[src/rtl/clkdiv_pkg.sv]
`default_nettype none
// ============================================================================
// Package     : clkdiv_pkg
// Description : Shared constants for the multi-channel frequency divider.
//               MODE_*       : per-channel output mode encoding
//               DEFAULT_CNT_W: default counter / half-period width
//               HALF_10KHZ   : exact half-period for 10 kHz from a 50 MHz clock
// Revision    : 1.0 - initial release
// ============================================================================
package clkdiv_pkg;

  // Output mode encoding (one bit per channel on the mode bus)
  localparam logic MODE_TOGGLE = 1'b0;  // 50% duty square wave
  localparam logic MODE_PULSE  = 1'b1;  // one-cycle high per period

  localparam int DEFAULT_CNT_W = 32;

  // 50 MHz / (2 * (2499 + 1)) = 10 kHz exactly. The legacy reset value 2500
  // gives ~9.996 kHz and is kept so existing consumers see no change.
  localparam int HALF_10KHZ = 2499;

endpackage : clkdiv_pkg
`default_nettype wire

[src/rtl/multi_freq_divider_if.sv]
`default_nettype none
// ============================================================================
// Interface   : multi_freq_divider_if
// Description : Control / configuration / output bundle of the divider.
//   en[NUM_CH]       per-channel run enable
//   restart[NUM_CH]  per-channel synchronous phase restart
//   mode[NUM_CH]     0 = toggle, 1 = pulse
//   cfg_we           half-period write strobe
//   cfg_ch[CH_W]     target channel of the write
//   cfg_half[CNT_W]  new half-period value
//   div_clk[NUM_CH]  registered divided outputs
//   tick[NUM_CH]     registered one-cycle wrap strobes
//   master: drives controls, receives outputs. slave: the divider.
// Revision    : 1.0 - initial release
// ============================================================================
interface multi_freq_divider_if #(
  parameter int NUM_CH = 4,
  parameter int CNT_W  = 32,
  parameter int CH_W   = 2
);
  logic [NUM_CH-1:0] en;
  logic [NUM_CH-1:0] restart;
  logic [NUM_CH-1:0] mode;
  logic              cfg_we;
  logic [CH_W-1:0]   cfg_ch;
  logic [CNT_W-1:0]  cfg_half;
  logic [NUM_CH-1:0] div_clk;
  logic [NUM_CH-1:0] tick;

  modport master (
    output en, restart, mode, cfg_we, cfg_ch, cfg_half,
    input  div_clk, tick
  );

  modport slave (
    input  en, restart, mode, cfg_we, cfg_ch, cfg_half,
    output div_clk, tick
  );
endinterface : multi_freq_divider_if
`default_nettype wire

[src/rtl/clkdiv_channel.sv]
`default_nettype none
// ============================================================================
// Module      : clkdiv_channel
// Description : One divider channel: wrap counter, active/shadow half-period
//               registers and toggle/pulse output logic. All outputs are
//               registered.
//   clk, rst     system clock, synchronous active-high reset
//   en_i         run enable (0 freezes count and div_clk)
//   restart_i    synchronous phase restart
//   mode_i       MODE_TOGGLE / MODE_PULSE
//   cfg_we_i     write strobe already decoded for this channel
//   cfg_half_i   new half-period value
//   div_clk_o    divided output
//   tick_o       one-cycle strobe on counter wrap
// Revision    : 1.0 - initial release
// ============================================================================
module clkdiv_channel
  import clkdiv_pkg::*;
#(
  parameter int               CNT_W        = DEFAULT_CNT_W,
  parameter logic [CNT_W-1:0] DEFAULT_HALF = CNT_W'(2500)
) (
  input  wire logic             clk,
  input  wire logic             rst,
  input  wire logic             en_i,
  input  wire logic             restart_i,
  input  wire logic             mode_i,
  input  wire logic             cfg_we_i,
  input  wire logic [CNT_W-1:0] cfg_half_i,
  output logic                  div_clk_o,
  output logic                  tick_o
);

  logic [CNT_W-1:0] count_q,  count_d;
  logic [CNT_W-1:0] active_q, active_d;
  logic [CNT_W-1:0] shadow_q, shadow_d;
  logic             div_q,    div_d;
  logic             tick_q,   tick_d;

  logic [CNT_W-1:0] w_next_half;
  logic             w_wrap;

  // A write landing in the same cycle as a wrap/restart is bypassed so the
  // new ratio takes effect immediately instead of one period later.
  assign w_next_half = cfg_we_i ? cfg_half_i : shadow_q;

  // active_q only changes while count_q is 0, so count_q never passes it and
  // equality is a sufficient wrap test.
  assign w_wrap = (count_q == active_q);

  always_comb begin
    count_d  = count_q;
    active_d = active_q;
    shadow_d = w_next_half;
    div_d    = div_q;
    tick_d   = 1'b0;
    if (restart_i) begin
      count_d  = '0;
      div_d    = 1'b0;
      active_d = w_next_half;
    end else if (en_i) begin
      if (w_wrap) begin
        count_d  = '0;
        tick_d   = 1'b1;
        active_d = w_next_half;
        div_d    = (mode_i == MODE_PULSE) ? 1'b1 : ~div_q;
      end else begin
        count_d = count_q + CNT_W'(1);
        // Pulse mode follows tick; toggle mode holds between wraps, which
        // also gives the pulse->toggle "hold until next wrap" behaviour.
        div_d   = (mode_i == MODE_PULSE) ? 1'b0 : div_q;
      end
    end
  end

  always_ff @(posedge clk) begin
    if (rst) begin
      count_q  <= '0;
      active_q <= DEFAULT_HALF;
      shadow_q <= DEFAULT_HALF;
      div_q    <= 1'b0;
      tick_q   <= 1'b0;
    end else begin
      count_q  <= count_d;
      active_q <= active_d;
      shadow_q <= shadow_d;
      div_q    <= div_d;
      tick_q   <= tick_d;
    end
  end

  assign div_clk_o = div_q;
  assign tick_o    = tick_q;

endmodule : clkdiv_channel
`default_nettype wire

[src/rtl/multi_freq_divider.sv]
`default_nettype none
// ============================================================================
// Module      : multi_freq_divider
// Description : NUM_CH independent runtime-programmable clock dividers sharing
//               one system clock. Decodes the configuration write into
//               per-channel strobes; out-of-range channel writes are dropped.
//   clk, rst  system clock, synchronous active-high reset
//   bus       multi_freq_divider_if.slave (controls in, div_clk/tick out)
// Revision    : 1.0 - initial release
// ============================================================================
module multi_freq_divider
  import clkdiv_pkg::*;
#(
  parameter int NUM_CH       = 4,
  parameter int CNT_W        = DEFAULT_CNT_W,
  parameter int DEFAULT_HALF = 2500,
  parameter int CH_W         = (NUM_CH > 1) ? $clog2(NUM_CH) : 1
) (
  input wire logic            clk,
  input wire logic            rst,
  multi_freq_divider_if.slave bus
);

  logic              w_cfg_in_range;
  logic [NUM_CH-1:0] w_div;
  logic [NUM_CH-1:0] w_tick;

  // CH_W may be wider than needed, so range-check before decoding.
  assign w_cfg_in_range = bus.cfg_we && (int'(bus.cfg_ch) < NUM_CH);

  for (genvar i = 0; i < NUM_CH; i++) begin : g_ch
    logic w_we;
    assign w_we = w_cfg_in_range && (bus.cfg_ch == CH_W'(i));

    clkdiv_channel #(
      .CNT_W        (CNT_W),
      .DEFAULT_HALF (CNT_W'(DEFAULT_HALF))
    ) u_ch (
      .clk        (clk),
      .rst        (rst),
      .en_i       (bus.en[i]),
      .restart_i  (bus.restart[i]),
      .mode_i     (bus.mode[i]),
      .cfg_we_i   (w_we),
      .cfg_half_i (bus.cfg_half),
      .div_clk_o  (w_div[i]),
      .tick_o     (w_tick[i])
    );
  end

  assign bus.div_clk = w_div;
  assign bus.tick    = w_tick;

endmodule : multi_freq_divider
`default_nettype wire

[src/flat_wrapper.sv]
// flat-port wrapper written by rule: the top's interface ports become plain ports
module multi_freq_divider_flat import clkdiv_pkg::*;
#(
  parameter int NUM_CH       = 4,
  parameter int CNT_W        = DEFAULT_CNT_W,
  parameter int DEFAULT_HALF = 2500,
  parameter int CH_W         = (NUM_CH > 1) ? $clog2(NUM_CH) : 1
)
  (clk, rst, bus_en, bus_restart, bus_mode, bus_cfg_we, bus_cfg_ch, bus_cfg_half, bus_div_clk, bus_tick);
  multi_freq_divider_if #(.NUM_CH(NUM_CH), .CNT_W(CNT_W), .CH_W(CH_W)) bus_i ();
  input wire logic clk;
  input wire logic rst;
  input wire logic [$bits(bus_i.en)-1:0] bus_en;
  input wire logic [$bits(bus_i.restart)-1:0] bus_restart;
  input wire logic [$bits(bus_i.mode)-1:0] bus_mode;
  input wire logic [$bits(bus_i.cfg_we)-1:0] bus_cfg_we;
  input wire logic [$bits(bus_i.cfg_ch)-1:0] bus_cfg_ch;
  input wire logic [$bits(bus_i.cfg_half)-1:0] bus_cfg_half;
  output wire logic [$bits(bus_i.div_clk)-1:0] bus_div_clk;
  output wire logic [$bits(bus_i.tick)-1:0] bus_tick;
  assign bus_i.en = bus_en;
  assign bus_i.restart = bus_restart;
  assign bus_i.mode = bus_mode;
  assign bus_i.cfg_we = bus_cfg_we;
  assign bus_i.cfg_ch = bus_cfg_ch;
  assign bus_i.cfg_half = bus_cfg_half;
  assign bus_div_clk = bus_i.div_clk;
  assign bus_tick = bus_i.tick;
  multi_freq_divider #(.NUM_CH(NUM_CH), .CNT_W(CNT_W), .DEFAULT_HALF(DEFAULT_HALF), .CH_W(CH_W)) u_core (.clk(clk), .rst(rst), .bus(bus_i));
endmodule
[config.mk]
export PLATFORM = sky130hd
export DESIGN_NAME = multi_freq_divider_flat
export DESIGN_NICKNAME = d
export VERILOG_FILES = /design/src/rtl/clkdiv_pkg.sv /design/src/rtl/multi_freq_divider_if.sv /design/src/rtl/clkdiv_channel.sv /design/src/rtl/multi_freq_divider.sv /design/src/flat_wrapper.sv
export SDC_FILE = /design/constraint.sdc
export NUM_CORES = 1
export LEC_CHECK = 0
export ABC_AREA = 1
export BUFFER_PORTS_ARGS = -buffer_cell sky130_fd_sc_hd__buf_2
export CAP_MARGIN = 20
export CELL_PAD_IN_SITES_DETAIL_PLACEMENT = 1
export CELL_PAD_IN_SITES_GLOBAL_PLACEMENT = 1
export CORE_ASPECT_RATIO = 0.5
export CORE_MARGIN = 2
export CORE_UTILIZATION = 35
export DETAILED_ROUTE_END_ITERATION = 8
export MAX_ROUTING_LAYER = met4
export PLACE_DENSITY_LB_ADDON = 0.1
export SYNTH_ARGS = -nofsm -noshare
export SYNTH_HDL_FRONTEND = slang
export SYNTH_SLANG_ARGS = --single-unit
[constraint.sdc]
create_clock -name clk -period 3.5 [get_ports clk]
set_input_delay 0.875 -clock clk [delete_from_list [all_inputs] [get_ports clk]]
set_output_delay 0.875 -clock clk [all_outputs]
set_load 0.02 [all_outputs]
# --- Word level (Yosys, flattened, before mapping) ---
# Index checks and enable logic that the tools add are counted.
# Widths: inputs -> output; s select.
word_totals:
  register_bits: 392
  inputBits: 49
  output_inout_bits: 8
  elab_cells: 108
classes:
  n_addsub: 4
  eq_ne: 7
  n_mux: 36
  bitwise_logic: 8
  reduce_logical: 33
ops:
  columns: ["operator", "count"]
  rows:
  - ["$mux 32", 20]
  - ["$add 32x1->32 const B", 4]
  - ["$eq 32x32->1", 4]
  - ["$reduce_bool 2->1", 12]
  - ["$mux 1", 16]
  - ["$reduce_and 2->1", 8]
  - ["$reduce_or 3->1", 4]
  - ["$not 1->1", 8]
  - ["$reduce_or 2->1", 4]
  - ["$eq 2x2->1 const B", 2]
  - ["$logic_and 1x1->1", 4]
  - ["$eq 2x1->1 const B", 1]
  - ["$logic_not 2->1", 1]

# --- Depth between registers and ports, before layout ---
# Gate-level depths: netlist of run 1.
logic_depth:
  depth_word: 6
  mapped_depth: 15

# --- By module ---
# A second synthesis of run 1 with hierarchy kept.
hier_totals:
  cells_unflattened: 3206
  area_unflattened_um2: 19907.8
by_module_without_submodules:
  columns: ["module", "instances", "cells_each", "area_each_um2", "seq_area_each_um2"]
  rows:
  - ["clkdiv_channel at u_core.g_ch[1].u_ch ...", 3, 803, 4978.5, 1961.9]
  - ["clkdiv_channel at u_core.g_ch[0].u_ch", 1, 789, 4942.2, 1961.9]
  - ["multi_freq_divider", 1, 8, 30.0, 0.0]

# --- Worst setup path after synthesis of run 1 ---
# OpenSTA, ideal clock, no wires.
synth_path:
  path_kind: "input to register"
  from: "input port bus_en[0]"
  to: "register u_core.g_ch[0].u_ch.count_q[18]"
  setup_time_ns: 0.114
  arrival_ns: 1.951
  required_time_ns: 3.386
  setup_slack_ns: 1.434
  path_stages: 11
  n_path_buf: 1
  path_cell_list: "buf_4 > inv_4 > nor2_4 > nand2_1 > nor2_2 > nand2_1 > nor2_2 > inv_1 > nor2_2 > xor2_1 > nor2_1"
synth_lines:
  columns: ["item", "line_no", "source"]
  rows:
  - ["from (decl)", "flat_wrapper.sv:13", "input wire logic [$bits(bus_i.en)-1:0] bus_en;"]
  - ["to (signal assigned)", "clkdiv_channel.sv:84", "count_q <= count_d;"]
  - ["to (decl)", "clkdiv_channel.sv:34", "logic [CNT_W-1:0] count_q, count_d;"]

# --- Final worst setup path of run 1 ---
layout_path:
  from: "register u_core.g_ch[2].u_ch.count_q[28]"
  to: "register u_core.g_ch[2].u_ch.active_q[17]"
layout_via:
  elab_chain_cells: 3
layout_lines:
  columns: ["item", "line_no", "source"]
  rows:
  - ["from (decl)", "clkdiv_channel.sv:34", null]
  - ["from (signal assigned)", "clkdiv_channel.sv:84", null]
  - ["$eq 32x32->1", "clkdiv_channel.sv:49", "assign w_wrap = (count_q == active_q);"]
  - ["$reduce_bool 2->1 (no line)", null, null]
  - ["$reduce_and 2->1 (no line)", null, null]
  - ["to (signal assigned)", "clkdiv_channel.sv:85", "active_q <= active_d;"]
  - ["to (decl)", "clkdiv_channel.sv:35", "logic [CNT_W-1:0] active_q, active_d;"]
# Every way passes these cells.
# A chain may end at the register's enable or synchronous reset.

==> impl_metrics.tcl, run 1 <==
set metrics [dict create \
    drv_cap 0 \
    syn_nets 2916 \
    clock-skew-final_ps 10.0 \
    grt-busiest-layer "met1" \
    p_int_mw 7.66 \
    cts-buffers-inserted 41 \
    worstPathRequired_ps 3950 \
    placement_rows 60 \
    setup-tns-final_ps 0 \
    core_footprint_mm2 0.0538 \
    global_route.usage.total_pct 22.8 \
    post_synth_num_cell_types 40 \
    leakage_power_nw 9.86 \
    first_global_vias 16600 \
    detailroute.via_count 16800 \
    number_of_buffers_inserted_by_post_cts_setup_repair 0 \
    delay_of_the_slowest_cell_on_the_worst_path_ps 500 \
    rsz_0062_raised_after_global_routing "no" \
    first_iter_violations 1048 \
    worst-slew-pin-transition_ps 731 \
    powerDensity_mw_per_mm2 485 \
    grt_util_met3_pct 2.75 \
    maxSlewHeadroom_pct 51.3 \
    detail_route.first_pass.iterations 5 \
    synthesis.area_mm2 0.0191 \
    share_comb_of_total_power_pct 8.9 \
    clock-sinks 392 \
    seq_power_share_pct 46.2 \
    timing.critical_path.cells "inv_1 -> nand2_1 -> nand4_1 -> nor2_1 -> nand2_1 -> nor2_2 -> nand3_4 -> nand2_2 -> buf_12 -> nand2_1 -> nand2_1 -> inv_1" \
    timing.rr.start "u_core.g_ch[2].u_ch.count_q[28]" \
    timing.critical_path.from_type "flop" \
    reg2regPathDepth 12 \
    antennaDiodeCount 0 \
    timing.critical_path.to_type "flop" \
    p_switching_mw 2.66 \
    timing.fmax_mhz 426 \
    pwr-share-clk_pct 44.9 \
    worst_hold_path.num_cells 2 \
    setup.worst_path.class "flop to flop" \
    grtUsageMet2_pct 32.1 \
    die_width_um 335 \
    clk_pin_slew_ps 60 \
    num-nets-final 2942 \
    hp-start "u_core.g_ch[3].u_ch.shadow_q[8]" \
    number_of_h_tree_levels 2 \
    stdcell_count 3629 \
    ctsResizeCount 0 \
    fin_util_pct 39.6 \
    use_met1_pct 34.9 \
    grt_pass1_wl_mm 97.8 \
    synth_seq_cells 392 \
    avgSynthCellArea_um2 6.68 \
    worstHoldEndpoint "u_core.g_ch[3].u_ch.shadow_q[8]" \
    cpMaxStageDelayCell "dfxtp_1" \
    reg2reg_to "u_core.g_ch[2].u_ch.active_q[17]" \
    postSynth.asyncResetShare_pct 0 \
    reg2reg_slack_ps 1150 \
    wl_mm 62.2 \
    globalRouteOverflowTotal 0 \
    netSwitchingFraction_pct 25.8 \
    cts_hold_buf 0 \
    syn2layout_area_growth_pct 11.4 \
    synth.yosys.seq_area_share_pct 41.0 \
    ctsRootBufferMaster "clkbuf_16" \
    vdd_drop_max_v 0.000270 \
    pin_count 57 \
    antenna_violating_nets_post_route 0 \
    cp_max_fo 39 \
    dominantRegCellSynth "dfxtp_1" \
    holdCritPathClass "flop to flop" \
    crit_top_cell "nand2_1" \
    final_common_cell "nand2_1" \
    residual_drc_count 0 \
    layout_common_cells "nand2_1, inv_1, nor2_1" \
    grt_start_max_net_pins 63 \
    fin_crit_sh_pct 67.1 \
    detail_route.vias_per_cell 4.63 \
    tritoncts_clock_tree "yes" \
    initial_utilization_pct 35.5 \
    synthCells 2863 \
    dpl.cell_count 3559 \
    hpwlAfterDp_mm 45.0 \
    hold_viol 0 \
    gpl.final_weighted_congestion 0.833 \
    arrival_ps 2800 \
    drv_slew 0 \
    min_period_ps 2350 \
    floorplan.die.height_um 169 \
    placement.io_buffers 56 \
    dieArea_mm2 0.0566 \
    layout-drive-gt1-share_pct 8.95 \
    setup-violations-final 0 \
    clk-insertion-delay-late_ps 550 \
    design_power_total_mw 10.3 \
    grt_antenna_before_repair 0 \
    avgRoutedWirePerCell_um 17.1 \
    result_of_the_run "finished clean" \
    synth.yosys.warnings 0 \
    synth-edff-count 0 \
    cts_max_path_buffers 3 \
]
-- final cells by class --
class,instances,area [um2]
Timing Repair Buffer,80,500
Tap cell,713,892
Inverter,527,1980
Multi-Input combinational cell,1847,8710
Sequential cell,392,7850
Clock inverter,12,185
Fill cell,6921,32500
Clock buffer,58,1180
-- logic make-up after synthesis --
group                    Yosys count  synth area share [%]
buffers and inverters            624                  13.4
XOR/XNOR                         106                  4.86
adder cells (fa/ha/maj)            4                 0.262
AND/OR/NAND/NOR                 1643                  37.7
flip-flops                       392                  41.0
AO/OA/AOI/OAI                     94                  2.78
-- worst max path at each step --
stage | start | end | slack (ps)
2_1_floorplan | bus_en[0] | u_core.g_ch[0].u_ch.count_q[18] | 1430
3_3_place_gp | rst | u_core.g_ch[0].u_ch.active_q[27] | 780
6_report | u_core.g_ch[2].u_ch.count_q[28] | u_core.g_ch[2].u_ch.active_q[17] | 1150
4_1_cts | u_core.g_ch[1].u_ch.count_q[22] | u_core.g_ch[1].u_ch.active_q[16] | 1100
3_5_place_dp | rst | u_core.g_ch[0].u_ch.active_q[27] | 810
5_1_grt | u_core.g_ch[1].u_ch.count_q[25] | u_core.g_ch[1].u_ch.active_q[20] | 930
-- metrics by stage --
stage	cell area, um2	setup slack [ps]	hold WS [ps]
2_1_floorplan	19100	1430	449
3_3_place_gp	19900	780	463
3_5_place_dp	19900	810	469
4_1_cts	21300	1100	486
5_1_grt	21300	925	499
6_report	21300	1150	484
-- registers in the layout, indices dropped and copies added, names as in the netlist --
| name | cells |
|---|---|
| u_core.g_ch.u_ch.tick_o | 4 |
| u_core.g_ch.u_ch.count_q | 128 |
| u_core.g_ch.u_ch.shadow_q | 128 |
| u_core.g_ch.u_ch.active_q | 128 |
| u_core.g_ch.u_ch.div_clk_o | 4 |
-- layer usage --
metal / share of wire (%) / vias up / wire (um)
met2: 40 / 174 / 24600
li1: - / 8652 / -
met1: 56 / 7907 / 35000
met3: 3.0 / 53 / 1850
met5: 0 / - / 0
met4: 1.1 / 0 / 696
-- power groups by stage --
stage	Combinational [mW]	Sequential, mW	Clock [mW]
after global placement	0.908	4.86	0
after global routing	1.06	4.79	4.94
after CTS	0.933	4.77	4.76
after detailed placement	0.927	4.87	0
after floorplan	0.652	4.82	0
final	0.919	4.77	4.63
-- cell usage after synthesis, types with 3 or more instances --
| cell type | number | area [um2] |
|---|---|---|
| a21boi_0 | 4 | 30.0 |
| a21oi_1 | 31 | 155 |
| buf_1 | 16 | 60.1 |
| buf_2 | 28 | 140 |
| buf_4 | 30 | 225 |
| buf_6 | 9 | 101 |
| clkbuf_1 | 14 | 52.6 |
| clkinv_1 | 4 | 15.0 |
| dfxtp_1 | 392 | 7850 |
| ha_1 | 4 | 50.1 |
| inv_1 | 504 | 1890 |
| inv_2 | 18 | 67.6 |
| nand2_1 | 799 | 3000 |
| nand2_2 | 9 | 56.3 |
| nand2_4 | 3 | 33.8 |
| nand3_1 | 183 | 916 |
| nand3_4 | 4 | 70.1 |
| nand3b_1 | 5 | 37.5 |
| nand4_1 | 29 | 181 |
| nor2_1 | 418 | 1570 |
| nor2_2 | 21 | 131 |
| nor2_4 | 11 | 124 |
| nor3_1 | 98 | 490 |
| nor3_2 | 48 | 480 |
| nor4_1 | 4 | 25.0 |
| o211ai_1 | 20 | 150 |
| o21ai_0 | 37 | 185 |
| or2_0 | 4 | 25.0 |
| xnor2_1 | 48 | 420 |
| xor2_1 | 58 | 508 |
-- worst max-delay path, delay by kind of cell, from the launching register on --
family                 cells  cell delay [ps]
DFF                        1              500
and+or+nand+nor            9             1180
buffers and inverters      3              530
No activity file was read; power rests on OpenSTA's default activity.
==> run 2: changes to the inputs <==
--- a/config.mk
+++ b/config.mk
@@ -5,7 +5,7 @@
 export SDC_FILE = /design/constraint.sdc
 export NUM_CORES = 1
 export LEC_CHECK = 0
-export ABC_AREA = 1
+export ABC_AREA = 0
 export BUFFER_PORTS_ARGS = -buffer_cell sky130_fd_sc_hd__buf_2
 export CAP_MARGIN = 20
 export CELL_PAD_IN_SITES_DETAIL_PLACEMENT = 1
==> constraint.sdc (replaced) <==
create_clock -name clk -period 2.14 [get_ports clk]
set_input_delay 0.535 -clock clk [delete_from_list [all_inputs] [get_ports clk]]
set_output_delay 0.535 -clock clk [all_outputs]
set_load 0.02 [all_outputs]
==> impl_metrics.tcl, run 2 <==
set metrics [dict create \
    seq_power_share_pct 48.5 \
    cpMaxStageDelayCell "nor4_1" \
    grt_start_max_net_pins 71 \
    cts_max_path_buffers 3 \
    cp_max_fo 7 \
    post-synth-top-count-cell "dfxtp_1" \
    grt_antenna_before_repair 0 \
    worstPathRequired_ps 2570 \
    detailroute.via_count 13000 \
    hold_viol 0 \
    first_global_vias 13000 \
    synthCells 1791 \
    yosys-top-cells-area "dfxtp_1, xor2_1, nand2_1, xnor2_1, o22a_1" \
    placement.io_buffers 56 \
    p_switching_mw 3.90 \
    timing.critical_path.to_type "flop" \
    synthesis.area_mm2 0.0164 \
    share_comb_of_total_power_pct 6.8 \
    maxSlewHeadroom_pct 62.3 \
    syn2layout_area_growth_pct 17.1 \
    pwr-share-clk_pct 44.7 \
    leakage_power_nw 7.48 \
    timing.rr.start "u_core.g_ch[1].u_ch.count_q[5]" \
    die_width_um 310 \
    synth_seq_cells 392 \
    timing.critical_path.cells "and4_1 -> nand4_1 -> nor4_1 -> xnor2_1 -> nor2_1" \
    timing.final.ws_setup_ps 53.5 \
    number_of_h_tree_levels 2 \
    fin_area_mm2 0.0192 \
    dpl-instance-area_mm2 0.0178 \
    detail_route.vias_per_cell 5.19 \
    num-nets-final 1900 \
    arrival_ps 2520 \
    grt_pass1_wl_mm 78.5 \
    globalRouteOverflowTotal 0 \
    post_synth_num_cell_types 57 \
    clock-skew-final_ps 11.4 \
    result_of_the_run "finished clean" \
    synth_top_cells_by_count "dfxtp_1, nand2_1, xor2_1" \
    min_period_ps 2090 \
    synth-edff-count 0 \
    timing.fmax_mhz 479 \
    vdd_drop_max_v 0.000464 \
    reg2regPathDepth 5 \
    clk_pin_slew_ps 60 \
    tritoncts_clock_tree "yes" \
    whs_ps 316 \
    pin_count 57 \
    holdCritPathClass "input pin to flop" \
    wl_mm 51.0 \
    powerDensity_mw_per_mm2 833 \
    drv_slew 0 \
    netSwitchingFraction_pct 24.4 \
    synth_largest_area_cell "dfxtp_1" \
    reg2reg_slack_ps 50 \
    syn_nets 1844 \
    gpl.final_weighted_congestion 0.854 \
    floorplan.die.height_um 157 \
    final_common_cell "dfxtp_1" \
    layout-drive-gt1-share_pct 14.5 \
    first_iter_violations 764 \
    critPathCapture "u_core.g_ch[1].u_ch.count_q[31]" \
    delay_of_the_slowest_cell_on_the_worst_path_ps 610 \
    cts-buffers-inserted 39 \
    setup-violations-final 0 \
    avgSynthCellArea_um2 9.16 \
    clk-insertion-delay-late_ps 540 \
    residual_drc_count 0 \
    global_route.usage.total_pct 21.5 \
    initial_utilization_pct 35.3 \
    synth.yosys.seq_area_share_pct 47.8 \
    dieArea_mm2 0.0487 \
    worst-slew-pin-transition_ps 560 \
    fin_crit_sh_pct 97.5 \
    clock-sinks 392 \
    antennaDiodeCount 0 \
    dominantRegCellSynth "dfxtp_1" \
    critical_path_buf_inv_count 0 \
    postSynth.asyncResetShare_pct 0 \
    ctsRootBufferMaster "clkbuf_16" \
    avgRoutedWirePerCell_um 20.3 \
    worst_path_dominant_cell_family "simple AND/OR/NAND/NOR gates" \
    num-fill-cells 5325 \
    synth_top_area_share_pct 47.8 \
    placement_rows 56 \
    synth.yosys.warnings 0 \
    antenna_violating_nets_post_route 0 \
    detail_route.first_pass.iterations 4 \
    cp_num_cells 5 \
    timing.critical_path.from_type "flop" \
    placement.setup.worst_slack_ps -46.9 \
    hpwlAfterDp_mm 36.1 \
    reg2reg_to "u_core.g_ch[1].u_ch.count_q[31]" \
    p_int_mw 12.1 \
    crit_start "u_core.g_ch[1].u_ch.count_q[5]" \
    setup.worst_path.class "flop to flop" \
    cts_hold_buf 0 \
    layout_common_cells "dfxtp_1, nand2_1, xor2_1" \
    drv_cap 0 \
    largestRegisters "u_core.g_ch.u_ch.active_q (128), u_core.g_ch.u_ch.count_q (128), u_core.g_ch.u_ch.shadow_q (128)" \
    core_footprint_mm2 0.0465 \
]
==> run 2: per-layer routing <==
metal | GRT usage, % | wire, um | up-vias
li1 | - | - | 6295
met5 | - | 0 | -
met2 | 31.3 | 21500 | 181
met3 | 3.47 | 2000 | 52
met1 | 31.5 | 26700 | 6503
met4 | 4.00 | 790 | 0
==> run 2: cell families after synthesis <==
kind of cell,after synthesis,synth area share [%]
buffers and inverters,160,4.51
adders and majority gates,4,0.305
xor gates and xnor gates,249,13.3
DFF,392,47.8
AOI/OAI and AO/OA,276,12.0
muxes,1,0.0610
and+or+nand+nor,709,22.0
==> run 2: area by class of cell <==
cell class | instances | area [um2] | area share [%]
inverter | 38 | 143 | 0.743
clock inverter | 16 | 171 | 0.893
timing repair buffer | 137 | 1150 | 6.00
tap | 638 | 798 | 4.16
sequential | 392 | 7860 | 40.9
clock buffer | 53 | 1140 | 5.93
multi-input combinational | 1239 | 7940 | 41.4
==> run 2: how the worst min path moves through the flow <==
| stage | slack [ps] | cells past startpoint | start | end |
|---|---|---|---|---|
| floorplan | 440 | 2 | u_core.g_ch[1].u_ch.shadow_q[11] | u_core.g_ch[1].u_ch.shadow_q[11] |
| finish | 320 | 4 | bus_mode[1] | u_core.g_ch[1].u_ch.div_clk_o |
| global route | 330 | 3 | bus_cfg_half[22] | u_core.g_ch[1].u_ch.shadow_q[22] |
| detailed placement | 460 | 2 | u_core.g_ch[0].u_ch.shadow_q[25] | u_core.g_ch[0].u_ch.shadow_q[25] |
| global placement | 450 | 2 | u_core.g_ch[2].u_ch.shadow_q[10] | u_core.g_ch[2].u_ch.shadow_q[10] |
| CTS | 300 | 4 | bus_mode[1] | u_core.g_ch[1].u_ch.div_clk_o |
==> run 2: stage by stage <==
step / util (%) / power, mW / instances / TNS, ps
after floorplan: - / 8.48 / 1791 / 0
after CTS: 41.1 / 16.1 / 2512 / 0
after detailed placement: 38.2 / 8.98 / 2443 / -1330
final: 41.3 / 16.0 / 2513 / 0
after global routing: 41.3 / 16.6 / 2513 / -49.6
after global placement: 38.2 / 8.94 / 2443 / 0
==> run 2: power groups by stage <==
| stage | clock network (mW) | logic [mW] | registers, mW |
|---|---|---|---|
| after floorplan | 0 | 0.658 | 7.82 |
| after global placement | 0 | 1.04 | 7.90 |
| after detailed placement | 0 | 1.07 | 7.91 |
| after CTS | 7.32 | 1.08 | 7.74 |
| after global routing | 7.66 | 1.20 | 7.77 |
| final | 7.15 | 1.09 | 7.75 |
==> run 2: tightest hold or removal path, delay by kind of cell <==
| family | cells | cell delay (ps) |
|---|---|---|
| AND/OR/NAND/NOR | 2 | 140 |
| buffers and inverters | 1 | 70 |
| multiplexers | 1 | 60 |
==> run 2: what timing repair did <==
item                                   4_1_cts  5_1_grt
setup endpoints to repair                   68      187
buffers inserted                             0        1
cloned                                       0        0
resized for setup                            3       20
endpoints found under the hold margin        0        0
pin swaps                                    0        1
==> run 3: changes to the inputs <==
--- a/config.mk
+++ b/config.mk
@@ -5,7 +5,7 @@
 export SDC_FILE = /design/constraint.sdc
 export NUM_CORES = 1
 export LEC_CHECK = 0
-export ABC_AREA = 0
+export ABC_AREA = 1
 export BUFFER_PORTS_ARGS = -buffer_cell sky130_fd_sc_hd__buf_2
 export CAP_MARGIN = 20
 export CELL_PAD_IN_SITES_DETAIL_PLACEMENT = 1
==> impl_metrics.tcl, run 3 (synthesized netlist as in run 1, its figures left out) <==
set metrics [dict create \
    hold_viol 0 \
    clock-skew-final_ps 12.2 \
    first_iter_violations 925 \
    first_global_vias 16800 \
    antenna_violating_nets_post_route 0 \
    die_width_um 335 \
    placement_rows 60 \
    setup-violations-final 0 \
    grt_pass1_wl_mm 98.7 \
    crit_start "u_core.g_ch[0].u_ch.count_q[9]" \
    drv_cap 0 \
    core_footprint_mm2 0.0538 \
    powerDensity_mw_per_mm2 781 \
    cp_max_fo 5 \
    holdCritPathClass "input pin to flop" \
    globalRouteOverflowTotal 0 \
    clock-sinks 392 \
    arrival_ps 2400 \
    largestRegisters "u_core.g_ch.u_ch.active_q (128), u_core.g_ch.u_ch.count_q (128), u_core.g_ch.u_ch.shadow_q (128)" \
    clk_pin_slew_ps 70 \
    whs_ps 179 \
    ctsRootBufferMaster "clkbuf_16" \
    pin_count 57 \
    ctsResizeCount 0 \
    num-nets-final 2989 \
    number_of_h_tree_levels 2 \
    floorplan.die.height_um 169 \
    detail_route.first_pass.iterations 5 \
    worstPathRequired_ps 2580 \
    grt_antenna_before_repair 0 \
    result_of_the_run "finished clean" \
    final_common_cell "nand2_1" \
    initial_utilization_pct 35.5 \
    setup.worst_path.class "flop to flop" \
    placement.io_buffers 56 \
    timing.critical_path.to_type "flop" \
    maxSlewHeadroom_pct 66.4 \
    tritoncts_clock_tree "yes" \
    residual_drc_count 0 \
    cts_hold_buf 0 \
    grt_start_max_net_pins 38 \
    timing.rr.start "u_core.g_ch[0].u_ch.count_q[9]" \
    dieArea_mm2 0.0566 \
    reg2regPathDepth 8 \
    global_route.usage.total_pct 23.1 \
    placement.setup.worst_slack_ps 175 \
    timing.fmax_mhz 511 \
    critPathCapture "u_core.g_ch[0].u_ch.count_q[29]" \
    min_period_ps 1960 \
    timing.critical_path.from_type "flop" \
    number_of_buffers_inserted_by_post_cts_setup_repair 0 \
    fin_area_mm2 0.0219 \
    layout_common_cells "nand2_1, inv_1, nor2_1" \
    vdd_drop_max_v 0.000414 \
    detail_route.vias_per_cell 4.60 \
    drv_slew 0 \
    fin_util_pct 40.6 \
    cts-buffers-inserted 40 \
    cts_max_path_buffers 3 \
    syn2layout_area_growth_pct 14.4 \
    rsz_0062_raised_after_global_routing "no" \
    layout-drive-gt1-share_pct 10.7 \
    dpl-instance-area_mm2 0.0205 \
    setup-tns-final_ps 0 \
    gpl.final_weighted_congestion 0.871 \
    worst-slew-pin-transition_ps 500 \
    reg2reg_to "u_core.g_ch[0].u_ch.count_q[29]" \
    hpwlAfterDp_mm 45.7 \
    timing.final.ws_setup_ps 185 \
    avgRoutedWirePerCell_um 17.0 \
    detailroute.via_count 16900 \
    fin_crit_sh_pct 91.4 \
    clk-insertion-delay-late_ps 560 \
    reg2reg_slack_ps 180 \
    wl_mm 62.3 \
    antennaDiodeCount 0 \
    leakage_power_nw 10.2 \
]
-- run 3: power by group --
| part | internal [mW] | switching [mW] |
|---|---|---|
| clock network | 4.54 | 3.16 |
| logic | 0.546 | 1.03 |
| registers | 7.61 | 0.188 |
-- run 3: area by class of cell --
type                       count  area, um2
inverter                     527       1980
timing repair buffer         128       1020
sequential                   392       7850
multi-input combinational   1847       8720
clock buffer                  55       1170
tap                          713        892
clock inverter                15        233
fill                        6886      32000
-- run 3: critical path: stages, from the launching register on --
cell     delay, ps
dfxtp_1        420
inv_1          170
nor3_2         340
nand3_1        160
nor2_1         280
nand2_1        140
nor2_1         150
xnor2_1        130
nor2_1          50
-- run 3: per-layer routing --
| metal | vias up | global-route usage [%] | share of wire, % | wire length [um] |
|---|---|---|---|---|
| met2 | 188 | 32.1 | 39 | 24500 |
| li1 | 8735 | - | - | - |
| met1 | 7939 | 35.5 | 56 | 34900 |
| met5 | - | - | 0 | 0 |
| met4 | 0 | 3.51 | 1.2 | 754 |
| met3 | 63 | 2.98 | 3.6 | 2230 |
-- run 3: stage by stage --
| stage | total power [mW] | std cells |
|---|---|---|
| global placement | 9.51 | 3607 |
| detailed placement | 9.55 | 3607 |
| finish | 17.1 | 3677 |
| floorplan | 8.95 | 2863 |
| CTS | 17.3 | 3677 |
| global route | 17.8 | 3677 |
-- run 3: worst min-delay path by stage --
stage,start,end,cells past startpoint
6_report,bus_restart[0],u_core.g_ch[0].u_ch.tick_o,2
5_1_grt,bus_restart[3],u_core.g_ch[3].u_ch.tick_o,2
4_1_cts,bus_restart[1],u_core.g_ch[1].u_ch.tick_o,2
3_5_place_dp,u_core.g_ch[2].u_ch.shadow_q[11],u_core.g_ch[2].u_ch.shadow_q[11],2
3_3_place_gp,u_core.g_ch[2].u_ch.shadow_q[2],u_core.g_ch[2].u_ch.shadow_q[2],2
2_1_floorplan,u_core.g_ch[0].u_ch.shadow_q[11],u_core.g_ch[0].u_ch.shadow_q[11],2
